==> config.mk <==
export PLATFORM = sky130hd
export DESIGN_NAME = pipe_stage_reg
export DESIGN_NICKNAME = d
export VERILOG_FILES = /design/src/rtl/core_pipe_pkg.sv /design/src/rtl/pipe_stage_reg_sat_counter.sv /design/src/rtl/pipe_stage_reg.sv
export SDC_FILE = /design/constraint.sdc
export NUM_CORES = 1
export LEC_CHECK = 0
export ABC_AREA = 0
export ABC_CLOCK_PERIOD_IN_PS = 1700
export BUFFER_PORTS_ARGS = -buffer_cell sky130_fd_sc_hd__buf_2
export CAP_MARGIN = 15
export CORE_MARGIN = 1
export CORE_UTILIZATION = 30
export DETAILED_ROUTE_END_ITERATION = 10
export PLACE_DENSITY = 0.63
export SETUP_SLACK_MARGIN = 0.3
export SLEW_MARGIN = 20
export SYNTH_ARGS = -nofsm -noshare
export SYNTH_HDL_FRONTEND = slang
export SYNTH_SLANG_ARGS = --single-unit
==> constraint.sdc <==
create_clock -name clk -period 1.7 [get_ports clk]
set_input_delay 0 -clock clk [delete_from_list [all_inputs] [get_ports clk]]
set_output_delay 0 -clock clk [all_outputs]
set_load 0.05 [all_outputs]
==> src/rtl/core_pipe_pkg.sv <==
// Shared definitions for the 5-stage core pipeline: stall-vector layout,
// the canonical NOP payload and the per-cycle pipeline-register action.
package core_pipe_pkg;

    // Bit positions of each stage in the core-wide stall vector
    localparam int STG_IF  = 0;
    localparam int STG_ID  = 1;
    localparam int STG_EX  = 2;
    localparam int STG_MEM = 3;
    localparam int STG_WB  = 4;
    localparam int STG_CTL = 5;

    localparam int STALL_W = 6;

    // An all-zero instruction word decodes as NOP downstream
    localparam logic [31:0] NOP_WORD = 32'h0;

    // Action taken by an inter-stage register in a given cycle, in priority order
    typedef enum logic [1:0] {
        ACT_FLUSH,
        ACT_BUBBLE,
        ACT_ADVANCE,
        ACT_HOLD
    } pipe_act_e;

endpackage : core_pipe_pkg

==> src/rtl/pipe_stage_reg_sat_counter.sv <==
// Saturating event counter with synchronous clear; clear wins over increment.
module sat_counter #(
    parameter int W = 16
) (
    input  logic         clk,
    input  logic         rst,
    input  logic         clr,
    input  logic         inc,
    output logic [W-1:0] cnt
);

    logic [W-1:0] cnt_q;
    logic [W-1:0] cnt_d;

    // Next count: clear, else increment unless already at all-ones
    always_comb begin
        cnt_d = cnt_q;
        if (clr) begin
            cnt_d = '0;
        end else if (inc && (cnt_q != {W{1'b1}})) begin
            cnt_d = cnt_q + W'(1);
        end
    end

    // Counter state register
    always_ff @(posedge clk) begin
        if (rst) begin
            cnt_q <= '0;
        end else begin
            cnt_q <= cnt_d;
        end
    end

    assign cnt = cnt_q;

endmodule : sat_counter

==> src/rtl/pipe_stage_reg.sv <==
// Generic inter-stage pipeline register (IF/ID, ID/EX, EX/MEM, MEM/WB).
// Carries pc, payload, valid and a sticky exception flag, obeys the core
// stall vector plus a redirect flush, and counts hold/bubble/flush events.
module pipe_stage_reg
    import core_pipe_pkg::*;
#(
    parameter int DATA_W       = 32,
    parameter int STAGE        = 1,
    parameter int STALL_W      = core_pipe_pkg::STALL_W,
    parameter int CNT_W        = 16,
    parameter bit ZERO_INVALID = 1'b1
) (
    input  logic               clk,
    input  logic               rst,
    input  logic [STALL_W-1:0] stall,
    input  logic               flush,
    input  logic               in_valid,
    input  logic [31:0]        in_pc,
    input  logic [DATA_W-1:0]  in_data,
    input  logic               in_exc,
    output logic               out_valid,
    output logic [31:0]        out_pc,
    output logic [DATA_W-1:0]  out_data,
    output logic               out_exc,
    input  logic               cnt_clr,
    output logic [CNT_W-1:0]   hold_cnt,
    output logic [CNT_W-1:0]   bubble_cnt,
    output logic [CNT_W-1:0]   flush_cnt
);

    // Counter slots in the instance array
    localparam int CNT_HOLD   = 0;
    localparam int CNT_BUBBLE = 1;
    localparam int CNT_FLUSH  = 2;
    localparam int CNT_NUM    = 3;

    // Payload written on flush/bubble so the downstream decoder sees a NOP
    localparam logic [DATA_W-1:0] NOP_DATA = DATA_W'(NOP_WORD);

    // Reject configurations where STAGE+1 falls outside the stall vector
    if ((STAGE < 0) || (STAGE > STALL_W - 2) || (DATA_W < 1)) begin : g_bad_cfg
        $fatal(1, "pipe_stage_reg: illegal STAGE/STALL_W/DATA_W combination");
    end

    // Only our own stage bit and the downstream stage bit matter
    logic stall_up;
    logic stall_dn;
    assign stall_up = stall[STAGE];
    assign stall_dn = stall[STAGE+1];

    logic unused_stall_bits;
    assign unused_stall_bits = ^stall;

    pipe_act_e act;

    logic              valid_q, valid_d;
    logic [31:0]       pc_q,    pc_d;
    logic [DATA_W-1:0] data_q,  data_d;
    logic              exc_q,   exc_d;

    logic [CNT_NUM-1:0] cnt_inc;
    logic [CNT_W-1:0]   cnt_val [CNT_NUM];

    // Action decode: flush beats bubble beats advance beats hold
    always_comb begin
        act = ACT_HOLD;
        if (flush) begin
            act = ACT_FLUSH;
        end else if (stall_up && !stall_dn) begin
            act = ACT_BUBBLE;
        end else if (!stall_up) begin
            act = ACT_ADVANCE;
        end else begin
            act = ACT_HOLD;
        end
    end

    // Next register contents for the chosen action
    always_comb begin
        valid_d = valid_q;
        pc_d    = pc_q;
        data_d  = data_q;
        exc_d   = exc_q;
        unique case (act)
            ACT_FLUSH, ACT_BUBBLE: begin
                valid_d = 1'b0;
                pc_d    = '0;
                data_d  = NOP_DATA;
                exc_d   = 1'b0;
            end
            ACT_ADVANCE: begin
                valid_d = in_valid;
                pc_d    = in_pc;
                data_d  = in_data;
                exc_d   = in_exc & in_valid;
                // Scrub stale fields so invalid slots never leak old data
                if (!in_valid && ZERO_INVALID) begin
                    pc_d   = '0;
                    data_d = '0;
                    exc_d  = 1'b0;
                end
            end
            default: begin
                // ACT_HOLD keeps every field
            end
        endcase
    end

    // Stage register; reset overrides stall and flush
    always_ff @(posedge clk) begin
        if (rst) begin
            valid_q <= 1'b0;
            pc_q    <= '0;
            data_q  <= '0;
            exc_q   <= 1'b0;
        end else begin
            valid_q <= valid_d;
            pc_q    <= pc_d;
            data_q  <= data_d;
            exc_q   <= exc_d;
        end
    end

    assign out_valid = valid_q;
    assign out_pc    = pc_q;
    assign out_data  = data_q;
    assign out_exc   = exc_q;

    // Event strobes; a flush only counts if it actually threw away a valid entry
    always_comb begin
        cnt_inc             = '0;
        cnt_inc[CNT_HOLD]   = (act == ACT_HOLD);
        cnt_inc[CNT_BUBBLE] = (act == ACT_BUBBLE);
        cnt_inc[CNT_FLUSH]  = (act == ACT_FLUSH) &&
                              (valid_q || (!stall_up && in_valid));
    end

    for (genvar gi = 0; gi < CNT_NUM; gi++) begin : g_cnt
        sat_counter #(
            .W (CNT_W)
        ) u_cnt (
            .clk (clk),
            .rst (rst),
            .clr (cnt_clr),
            .inc (cnt_inc[gi]),
            .cnt (cnt_val[gi])
        );
    end

    assign hold_cnt   = cnt_val[CNT_HOLD];
    assign bubble_cnt = cnt_val[CNT_BUBBLE];
    assign flush_cnt  = cnt_val[CNT_FLUSH];

    // A stalled downstream stage with a running upstream stage is a controller bug
    a_legal_stall : assert property (
        @(posedge clk) disable iff (rst) !(!stall_up && stall_dn)
    );

endmodule : pipe_stage_reg

==> results of run 1 <==
-- cell usage after synthesis (3+ instances only) --
| master | number | area [um2] |
|---|---|---|
| nand4_1 | 15 | 93.8 |
| o311ai_0 | 3 | 26.3 |
| nand3_1 | 19 | 95.1 |
| o41ai_1 | 3 | 26.3 |
| or4_1 | 20 | 150 |
| buf_2 | 3 | 15.0 |
| nor2b_1 | 3 | 18.8 |
| buf_1 | 6 | 22.5 |
| and4_1 | 7 | 61.3 |
| a21oi_1 | 34 | 170 |
| inv_1 | 5 | 18.8 |
| mux2i_1 | 4 | 40.0 |
| nand2b_1 | 3 | 18.8 |
| o21ai_0 | 11 | 55.1 |
| o21a_1 | 7 | 52.6 |
| dfxtp_1 | 114 | 2280 |
| clkbuf_1 | 25 | 93.8 |
| and3_1 | 4 | 25.0 |
| ha_1 | 3 | 37.5 |
| nand2_1 | 21 | 78.8 |
| or3_1 | 10 | 62.6 |
| a22oi_1 | 65 | 488 |
| nor4_1 | 7 | 43.8 |
| o31ai_1 | 18 | 135 |
| nor2_1 | 76 | 285 |
| nor3_1 | 10 | 50.1 |
-- critical path, cell delays in order (launching register included) --
cell     delay [ns]
dfxtp_4        0.37
nand4_1        0.15
or4_4          0.48
or4_1          0.42
a21oi_1        0.14
-- through the flow --
step | setup TNS [ns] | instances | utilization (%)
6_report | 0 | 1066 | 54.8
2_1_floorplan | -0.169 | 526 | -
4_1_cts | 0 | 1048 | 52.4
3_5_place_dp | -0.0527 | 914 | 41.4
5_1_grt | 0 | 1065 | 54.8
3_3_place_gp | 0 | 914 | 41.4
-- layer usage --
| metal | track usage [%] | up-vias | share of wire, % |
|---|---|---|---|
| li1 | - | 2639 | - |
| met1 | 24.4 | 2682 | 41 |
| met2 | 33.1 | 275 | 49 |
| met3 | 6.24 | 32 | 7.6 |
| met4 | 8.26 | 0 | 2.5 |
| met5 | 0 | - | 0 |
-- layout make-up --
type	instances	area (um2)
Antenna cell	2	5.00
Clock buffer	22	518
Clock inverter	9	65.1
Fill cell	1283	6900
Inverter	5	18.8
Multi-Input combinational cell	370	2760
Sequential cell	114	2440
Tap cell	211	264
Timing Repair Buffer	333	2280
-- sequential cells by signal, summed over array words and instances, names as in the netlist --
name	flops
out_data	32
out_valid	1
g_cnt.u_cnt.cnt	48
out_exc	1
out_pc	32
-- path summary, 6_finish.rpt --
check	startpoint	to	slack, ns	cells after the start
max	g_cnt[0].u_cnt.cnt[8]	g_cnt[0].u_cnt.cnt[13]	0.04	4
min	rst	g_cnt[2].u_cnt.cnt[10]	0.06	4
max reg2reg	g_cnt[0].u_cnt.cnt[8]	g_cnt[0].u_cnt.cnt[13]	0.04	4
min reg2reg	g_cnt[2].u_cnt.cnt[4]	g_cnt[2].u_cnt.cnt[4]	0.49	1
-- where the power goes --
| group | switching [W] | internal, W | total [W] |
|---|---|---|---|
| registers | 0.0000207 | 0.00264 | 0.00266 |
| logic | 0.000323 | 0.000248 | 0.000572 |
| clock network | 0.00132 | 0.00216 | 0.00349 |
| total | 0.00167 | 0.00505 | 0.00672 |
-- logic make-up (layout without fill, tap and decap cells) --
group                    count (synthesis)  in the layout  synth area share (%)
AO/OA/AOI/OAI                          156            156                  23.0
buffers and inverters                   42            369                  3.68
flip-flops                             114            114                  48.4
adder cells (fa/ha/maj)                  3              3                 0.795
AND/OR/NAND/NOR                        207            207                  23.3
multiplexers                             4              4                 0.848
other                                    0              2                     0
-- cells in the final DEF (no fill, tap or decap), drive strengths merged, types with 2 or more instances in the layout --
cell         Yosys  final
a21oi           34     34
a22oi           65     65
a311oi           2      2
a31oi            2      2
and3             4      4
and4             7      7
buf             11    264
clkbuf          26     22
clkinv           0      4
dfxtp          114    114
diode            0      2
dlygate4sd3      0     69
ha               3      3
inv              5      9
mux2i            4      4
nand2           21     21
nand2b           3      3
nand3           20     20
nand3b           2      2
nand4           15     15
nor2            76     76
nor2b            3      3
nor3            10     10
nor3b            3      3
nor4             8      8
o2111ai          2      2
o211ai           2      2
o21a             7      7
o21ai           11     11
o311ai           3      3
o31ai           18     18
o41ai            3      3
or2              2      2
or3             10     10
or4             20     20
-- timing repair --
item,in CTS,in global routing
gates cloned,2,0
hold buffers,67,2
resized for setup,34,55
setup buffers,34,14
endpoints found under the setup margin,42,48
pin swaps,29,42
hold endpoints to repair,69,2
==> out/qor.yml, run 1 <==
hpwl_mm: 9.99
finalWorstSetupSlack_ns: 0.0426
drtPass1Iterations: 6
drt_iter0_markers: 298
finClkSkew_ns: 0.00914
syn_nets: 605
overflow: 0
fp.dieArea_um2: 16200
status: "finished clean"
clock-sinks: 114
power.density_nw_per_um2: 804
coreArea_um2: 15300
ys_ff_latch: 114
worstPathArrival_ns: 1.98
start_util_pct: 30.9
cts_buffers: 17
nets: 920
io_pins: 190
period_share_pct: 97.5
stdcell_area_um2: 8360
clockBufferDepth: 2
io_buffers: 185
period_needed_ns: 1.66
hold_violations: 0
area_growth_pct: 77.2
synth-edff-count: 0
cp-start-kind: "flop"
crit_type: "reg -> reg"
crit_path_end_kind: "flop"
die_w_um: 127
clkTransAtPathRegs_ns: 0.06
p_leak_nw: 3.51
vias_per_cell: 5.28
pre_cts_slack_ns: -0.0343
placementRows: 45
hold_ws_ns: 0.0551
maxCapViolations: 0
route.detailed.drc: 0
ir_worst_vdd_v: 0.000652
detail_route.wl_per_cell_um: 16.0
num_vias: 5628
antenna_left: 0
grt_max_degree: 68
grt_antenna_before_repair: 1
synth_area_um2: 4720
slew-limit-headroom_pct: 42.8
setup_viol: 0
rsz0062_at_grt: "true"
post_dp_cell_area_um2: 6310
synth-main-ff-cell: "dfxtp_1"
clockRootBuffer: "clkbuf_16"
synth_cell_types: 50
synthCells: 526
routabilityCongestion: 0.827
grt_usage_pct: 20.1
crit_required_ns: 2.02
fp.dieH_um: 127
syn_area_per_cell_um2: 8.97
synth_warnings: 0
grt_pass1_wl_mm: 26.0
h-tree-depth: 4
tritoncts: "yes"
holdCritPathClass: "in -> reg"
drive_gt1_share_pct: 48.9
fmax_mhz: 603
path_max_fanout: 5
total_power_w: 0.00672
synthArstFlopShare_pct: 0
slew_violations: 0
worstMarginPinSlew_ns: 0.858
ys_seq_area_share_pct: 48.4
grt_pass1_vias: 5294
routed_wl_mm: 17.1
clk-insertion-delay-late_ns: 0.42
Power figures use the tool's default switching activity.
==> inputs of run 2 (changes only) <==
- ABC_AREA: 0 -> 1
- ABC_CLOCK_PERIOD_IN_PS: 1700 -> 1800
- PLACE_DENSITY: 0.63 -> 0.6
- clock period: 1.7 -> 1.8 ns (I/O delays scaled with it)
==> out/qor.yml, run 2 <==
status: "finished clean"
synth_top_area_share_pct: 45.1  # -3.3 points
synthArstFlopShare_pct: 0  # unchanged
setup_viol: 0  # unchanged
synth_cell_types: 28  # -44%
diodes: 0  # -2
total_power_w: 0.00635  # -5.5%
drt_iter0_markers: 294  # -1.3%
rr_startpoint: "g_cnt[1].u_cnt.cnt[0]"
die_w_um: 132  # +3.5%
syn_area_per_cell_um2: 6.84  # -24%
reg2reg_depth: 8  # +4
hpwl_mm: 9.76  # -2.3%
power.density_nw_per_um2: 833  # +3.6%
fp.dieH_um: 132  # +3.5%
grt_max_degree: 67  # -1.5%
drive_gt1_share_pct: 32.2  # -17 points
overflow: 0  # unchanged
route.detailed.drc: 0  # unchanged
holdCritPathClass: "in -> reg"
rsz0062_at_grt: "true"
ir_worst_vdd_v: 0.000576  # -12%
nets: 1074  # +17%
final_common_cell: "nand2_1"
num_vias: 5506  # -2.2%
maxCapViolations: 0  # unchanged
clk-insertion-delay-late_ns: 0.41  # about the same
synthCells: 740  # +41%
setup_tns_ns: 0  # unchanged
synth_commonest_cells: "252 x nand2_1, 115 x nor2_1, 114 x dfxtp_1, 98 x a21oi_1, 40 x nand3_1"
vias_per_cell: 4.48  # -15%
synth_area_um2: 5060  # +7.3%
clockRootBuffer: "clkbuf_16"
layout_common_cells: "248 x nand2_1, 185 x buf_2, 110 x nor2_1"
ys_ff_latch: 114  # unchanged
drtPass1Iterations: 5  # -1
finalWorstSetupSlack_ns: 0.304  # +0.262 ns
h-tree-depth: 4  # unchanged
syn_nets: 819  # +35%
antenna_left: 0  # unchanged
max_stage_delay_ns: 0.37  # -0.11 ns
worstMarginPinSlew_ns: 0.710  # -0.148 ns
grt_usage_pct: 17.1  # -3.0 points
ys_top_cells_by_area: "dfxtp_1 45%, nand2_1 19%, a21oi_1 9.7%"
crit_type: "reg -> reg"
cts_buffers: 17  # unchanged
ys_seq_area_share_pct: 45.1  # -3.3 points
synth_warnings: 0  # unchanged
worstHoldStart: "rst"
routed_wl_mm: 14.9  # -13%
cp-start-kind: "flop"
slew_violations: 0  # unchanged
clkTransAtPathRegs_ns: 0.06  # about the same
hold_ws_ns: 0.0170  # -0.0381 ns
grt_pass1_wl_mm: 24.1  # -7.0%
synth-main-ff-cell: "dfxtp_1"
clockBufferDepth: 2  # unchanged
place_inst: 1126  # +23%
fp.dieArea_um2: 17400  # +7.1%
grt_pass1_vias: 5114  # -3.4%
period_needed_ns: 1.50  # -0.162 ns
tritoncts: "yes"
routabilityCongestion: 0.819  # -0.96%
pre_cts_slack_ns: 0.291  # +0.326 ns
clock-sinks: 114  # unchanged
largest_reg_flops: 48  # unchanged
fmax_mhz: 669  # +11%
cp_top_family: "simple AND/OR/NAND/NOR gates"
detail_route.wl_per_cell_um: 12.1  # -24%
start_util_pct: 30.6  # -0.30 points
synth-edff-count: 0  # unchanged
crit_slowest_cell: "dfxtp_4"
fin_cells: 1228  # +15%
p_leak_nw: 3.21  # -8.4%
crit_path_cell_trace: "ha_4 -> nand2_2 -> nor2_4 -> nand2_2 -> nor2_4 -> nor2_2 -> a21oi_1 -> nor2_1"
io_pins: 190  # unchanged
n_fill_cell: 1668  # +30%
coreArea_um2: 16500  # +8.3%
crit_cells: 8  # +4
crit_path_end_kind: "flop"
startpoint: "g_cnt[1].u_cnt.cnt[0]"
crit_required_ns: 2.09  # +0.07 ns
synth.most_common_cell: "nand2_1"
grt_antenna_before_repair: 0  # -1
area_growth_pct: 50.6
worstPathArrival_ns: 1.79  # -0.19 ns
placementRows: 47  # +4.4%
period_share_pct: 83.1  # -14 points
finClkSkew_ns: 0.00724  # -0.00190 ns
path_max_fanout: 6  # +1
min_path_cells: 4  # unchanged
io_buffers: 185  # unchanged
slew-limit-headroom_pct: 52.7  # +9.9 points
critical_path_buf_inv_count: 0  # unchanged
hold_violations: 0  # unchanged
synth_top_area_cell: "dfxtp_1"
run 2: timing repair:
action                     CTS  global route
setup buffers                0             4
pin swaps                    1             8
hold buffers                66             0
hold endpoints to repair    85             0
cloned                       0             0
setup endpoints to repair    7            39
resized for setup            1            18
run 2: path summary, 6_finish.rpt:
| check | end | slack, ns |
|---|---|---|
| setup / recovery | g_cnt[1].u_cnt.cnt[2] | 0.30 |
| hold / removal | g_cnt[2].u_cnt.cnt[2] | 0.02 |
| setup reg to reg | g_cnt[1].u_cnt.cnt[2] | 0.30 |
| hold reg to reg | out_pc[3] | 0.46 |
run 2: metal layers:
metal / track usage (%) / up-vias / share of wire (%)
li1: - / 2882 / -
met1: 20.6 / 2464 / 44
met2: 28.8 / 139 / 49
met3: 4.38 / 21 / 4.7
met4: 7.62 / 0 / 1.9
met5: 0 / - / 0
run 2: cell families after synthesis:
kind of cell / count (synthesis) / synth area share [%]
AOI/OAI and AO/OA: 110 / 11.0
DFF: 114 / 45.1
buffers and inverters: 69 / 6.10
adders and majority gates: 3 / 0.742
and+or+nand+nor: 444 / 37.1
run 2: cell type report:
cell class                      instances  area, um2  area share (%)
Tap cell                              220        275            3.61
Clock buffer                           17        425            5.58
Timing Repair Buffer                  264       1710            22.4
Inverter                               41        154            2.02
Multi-Input combinational cell        557       2560            33.5
Sequential cell                       114       2360            30.9
Clock inverter                         15        146            1.92
run 2: tightest hold or removal path: stages:
cell and delay [ns]:
buf_2 0.14, nor2_4 0.13, nand2_1 0.09, nor2_1 0.03
run 2: per-stage QoR:
stage               utilization (%)  cell area (um2)
CTS                            45.6             7540
global route                   46.1             7620
global placement               38.1             6300
finish                         46.1             7620
floorplan                         -             5150
detailed placement             38.1             6300
run 2: power by group:
group	leakage, nW	internal (W)	total [W]	switching, W
clock	0.278	0.00194	0.00327	0.00133
combinational	1.98	0.000221	0.000518	0.000297
sequential	0.948	0.00255	0.00256	0.0000169
==> inputs of run 3 (changes only) <==
- ABC_CLOCK_PERIOD_IN_PS: 1800 -> 1400
- clock period: 1.8 -> 1.4 ns (I/O delays scaled with it)
==> out/qor.yml, run 3 (same netlist as run 2, synthesis figures left out) <==
power_frac_seq_pct: 39.9  # -0.5 points
crit_path_end_kind: "flop"
overflow: 0  # unchanged
placementRows: 47  # unchanged
whs_endpoint: "g_cnt[2].u_cnt.cnt[8]"
holdCritPathClass: "in -> reg"
worstMarginPinSlew_ns: 0.306  # -0.404 ns
worstHoldStart: "cnt_clr"
crit_slowest_cell: "dfxtp_4"
tritoncts: "yes"
io_buffers: 185  # unchanged
setup_viol: 0  # unchanged
status: "finished clean"
fp.dieH_um: 132  # unchanged
slew_violations: 0  # unchanged
power.density_nw_per_um2: 915  # +9.9%
clockBufferDepth: 2  # unchanged
power_switching_w: 0.00207  # +26%
num_vias: 5832  # +5.9%
cts_buffers: 17  # unchanged
setup_tns_ns: 0  # unchanged
crit_path_cell_trace: "ha_4 -> nand2_4 -> nor2_4 -> buf_4 -> nand4_4 -> a21oi_1 -> nor2_1"
post_dp_cell_area_um2: 6640  # +5.3%
hold_violations: 0  # unchanged
detail_route.wl_per_cell_um: 13.2  # +8.7%
io_pins: 190  # unchanged
fp.dieArea_um2: 17400  # unchanged
grt_pass1_vias: 5548  # +8.5%
nets: 1114  # +3.7%
vias_per_cell: 4.60  # +2.7%
p_leak_nw: 3.64  # +14%
critical_path_buf_inv_count: 1  # +1
finalWorstSetupSlack_ns: 0.00936  # -0.295 ns
drt_iter0_markers: 249  # -15%
reg2reg_slack_ns: 0.009  # -0.29 ns
worstPathArrival_ns: 1.69  # -0.10 ns
layout_common_cells: "226 x nand2_1, 158 x buf_2, 83 x nor2_1"
diodes: 0  # unchanged
period_needed_ns: 1.39  # -0.105 ns
routed_wl_mm: 16.7  # +12%
r2r-end: "g_cnt[0].u_cnt.cnt[14]"
reg2reg_depth: 7  # -1
clk-insertion-delay-late_ns: 0.41  # about the same
drtPass1Iterations: 6  # +1
clkPwrFrac_pct: 51.3  # -0.2 points
intPower_w: 0.00603  # +28%
die_w_um: 132  # unchanged
ir_worst_vdd_v: 0.000771  # +34%
finClkSkew_ns: 0.00663  # -0.000609 ns
pre_cts_slack_ns: 0.00560  # -0.286 ns
route.detailed.drc: 0  # unchanged
grt_antenna_before_repair: 0  # unchanged
grt_usage_pct: 19.1  # +2.0 points
h-tree-depth: 4  # unchanged
total_power_w: 0.00809  # +27%
clockRootBuffer: "clkbuf_16"
stdcell_area_um2: 8840  # +16%
p_comb_share_pct: 8.8  # +0.6 points
clkTransAtPathRegs_ns: 0.05  # about the same
grt_pass1_wl_mm: 26.9  # +11%
crit_required_ns: 1.70  # -0.39 ns
maxCapViolations: 0  # unchanged
slew-limit-headroom_pct: 79.5  # +27 points
grt_max_degree: 67  # unchanged
antenna_left: 0  # unchanged
n_fill_cell: 1468  # -12%
p_sw_share_pct: 25.5  # -0.36 points
clock-sinks: 114  # unchanged
path_max_fanout: 8  # +2
period_share_pct: 99.3  # +16 points
rsz0062_at_grt: "true"
hpwl_mm: 10.3  # +5.7%
crit_type: "reg -> reg"
rr_startpoint: "g_cnt[0].u_cnt.cnt[1]"
area_growth_pct: 74.7
min_path_cells: 5  # +1
final_common_cell: "nand2_1"
max_stage_delay_ns: 0.36  # about the same
cp_top_family: "simple AND/OR/NAND/NOR gates"
drive_gt1_share_pct: 44.7  # +12 points
start_util_pct: 30.6  # unchanged
routabilityCongestion: 0.867  # +5.9%
cp-start-kind: "flop"
coreArea_um2: 16500  # unchanged
hold_ws_ns: 0.0493  # +0.0322 ns
fmax_mhz: 719  # +7.6%
largest_reg_flops: 48  # unchanged
run 3: cell count changes in the layout (fill, tap and decap cells not counted), moves of 22 or more:
cell     change
buf_4       +23
buf_2       -27
a21oi_1     -25
nor2_1      -27
a21oi_2     +25
buf_6       +22
dfxtp_4     +35
dfxtp_2     -34
nand2_1     -22
run 3: metrics by stage:
stage / util (%) / instances
2_1_floorplan: - / 740
3_3_place_gp: 40.2 / 1130
3_5_place_dp: 40.2 / 1130
4_1_cts: 50.9 / 1260
5_1_grt: 53.5 / 1267
6_report: 53.5 / 1267
run 3: power by group through the flow:
stage | clock network (W) | logic [W] | registers, W
floorplan | 0 | 0.000183 | 0.00344
global placement | 0 | 0.000530 | 0.00331
detailed placement | 0 | 0.000529 | 0.00331
CTS | 0.00425 | 0.000688 | 0.00323
global route | 0.00441 | 0.000768 | 0.00323
finish | 0.00415 | 0.000714 | 0.00323
run 3: worst register-to-register path, stage by stage, from the launching register on:
cell and delay [ns]:
dfxtp_4 0.36, ha_4 0.16, nand2_4 0.05, nor2_4 0.16, buf_4 0.14, nand4_4 0.16, a21oi_1 0.20, nor2_1 0.05
run 3: worst max-delay path by stage:
stage,cells after the start,slack (ns),endpoint,startpoint
2_1_floorplan,6,-0.03,g_cnt[0].u_cnt.cnt[7],g_cnt[0].u_cnt.cnt[5]
3_3_place_gp,8,0.01,g_cnt[1].u_cnt.cnt[2],g_cnt[1].u_cnt.cnt[0]
3_5_place_dp,8,0.006,g_cnt[1].u_cnt.cnt[13],g_cnt[1].u_cnt.cnt[0]
4_1_cts,8,0.06,g_cnt[0].u_cnt.cnt[2],g_cnt[0].u_cnt.cnt[0]
5_1_grt,7,-0.06,g_cnt[0].u_cnt.cnt[9],g_cnt[0].u_cnt.cnt[0]
6_report,7,0.009,g_cnt[0].u_cnt.cnt[14],g_cnt[0].u_cnt.cnt[1]
run 3: layout make-up:
cell class / count / area [um2] / area share, %
Inverter: 41 / 156 / 1.77
Clock inverter: 13 / 128 / 1.44
Clock buffer: 18 / 439 / 4.97
Sequential cell: 114 / 2450 / 27.7
Tap cell: 220 / 275 / 3.11
Timing Repair Buffer: 302 / 2280 / 25.8
Multi-Input combinational cell: 559 / 3110 / 35.2
run 3: what timing repair did:
action | CTS | global route
endpoints found under the hold margin | 65 | 0
buffers inserted | 30 | 7
endpoints found under the setup margin | 55 | 67
cloned | 4 | 0
pin swaps | 36 | 40
hold buffers | 65 | 0
gates resized for setup | 68 | 114
run 3: per-layer routing:
layer | global-route usage, % | vias to the layer above | share of wire [%]
met5 | 0 | - | 0
met4 | 7.30 | 0 | 2.4
met3 | 5.88 | 32 | 6.3
met2 | 32.6 | 166 | 50
met1 | 22.4 | 2668 | 41
li1 | - | 2966 | -
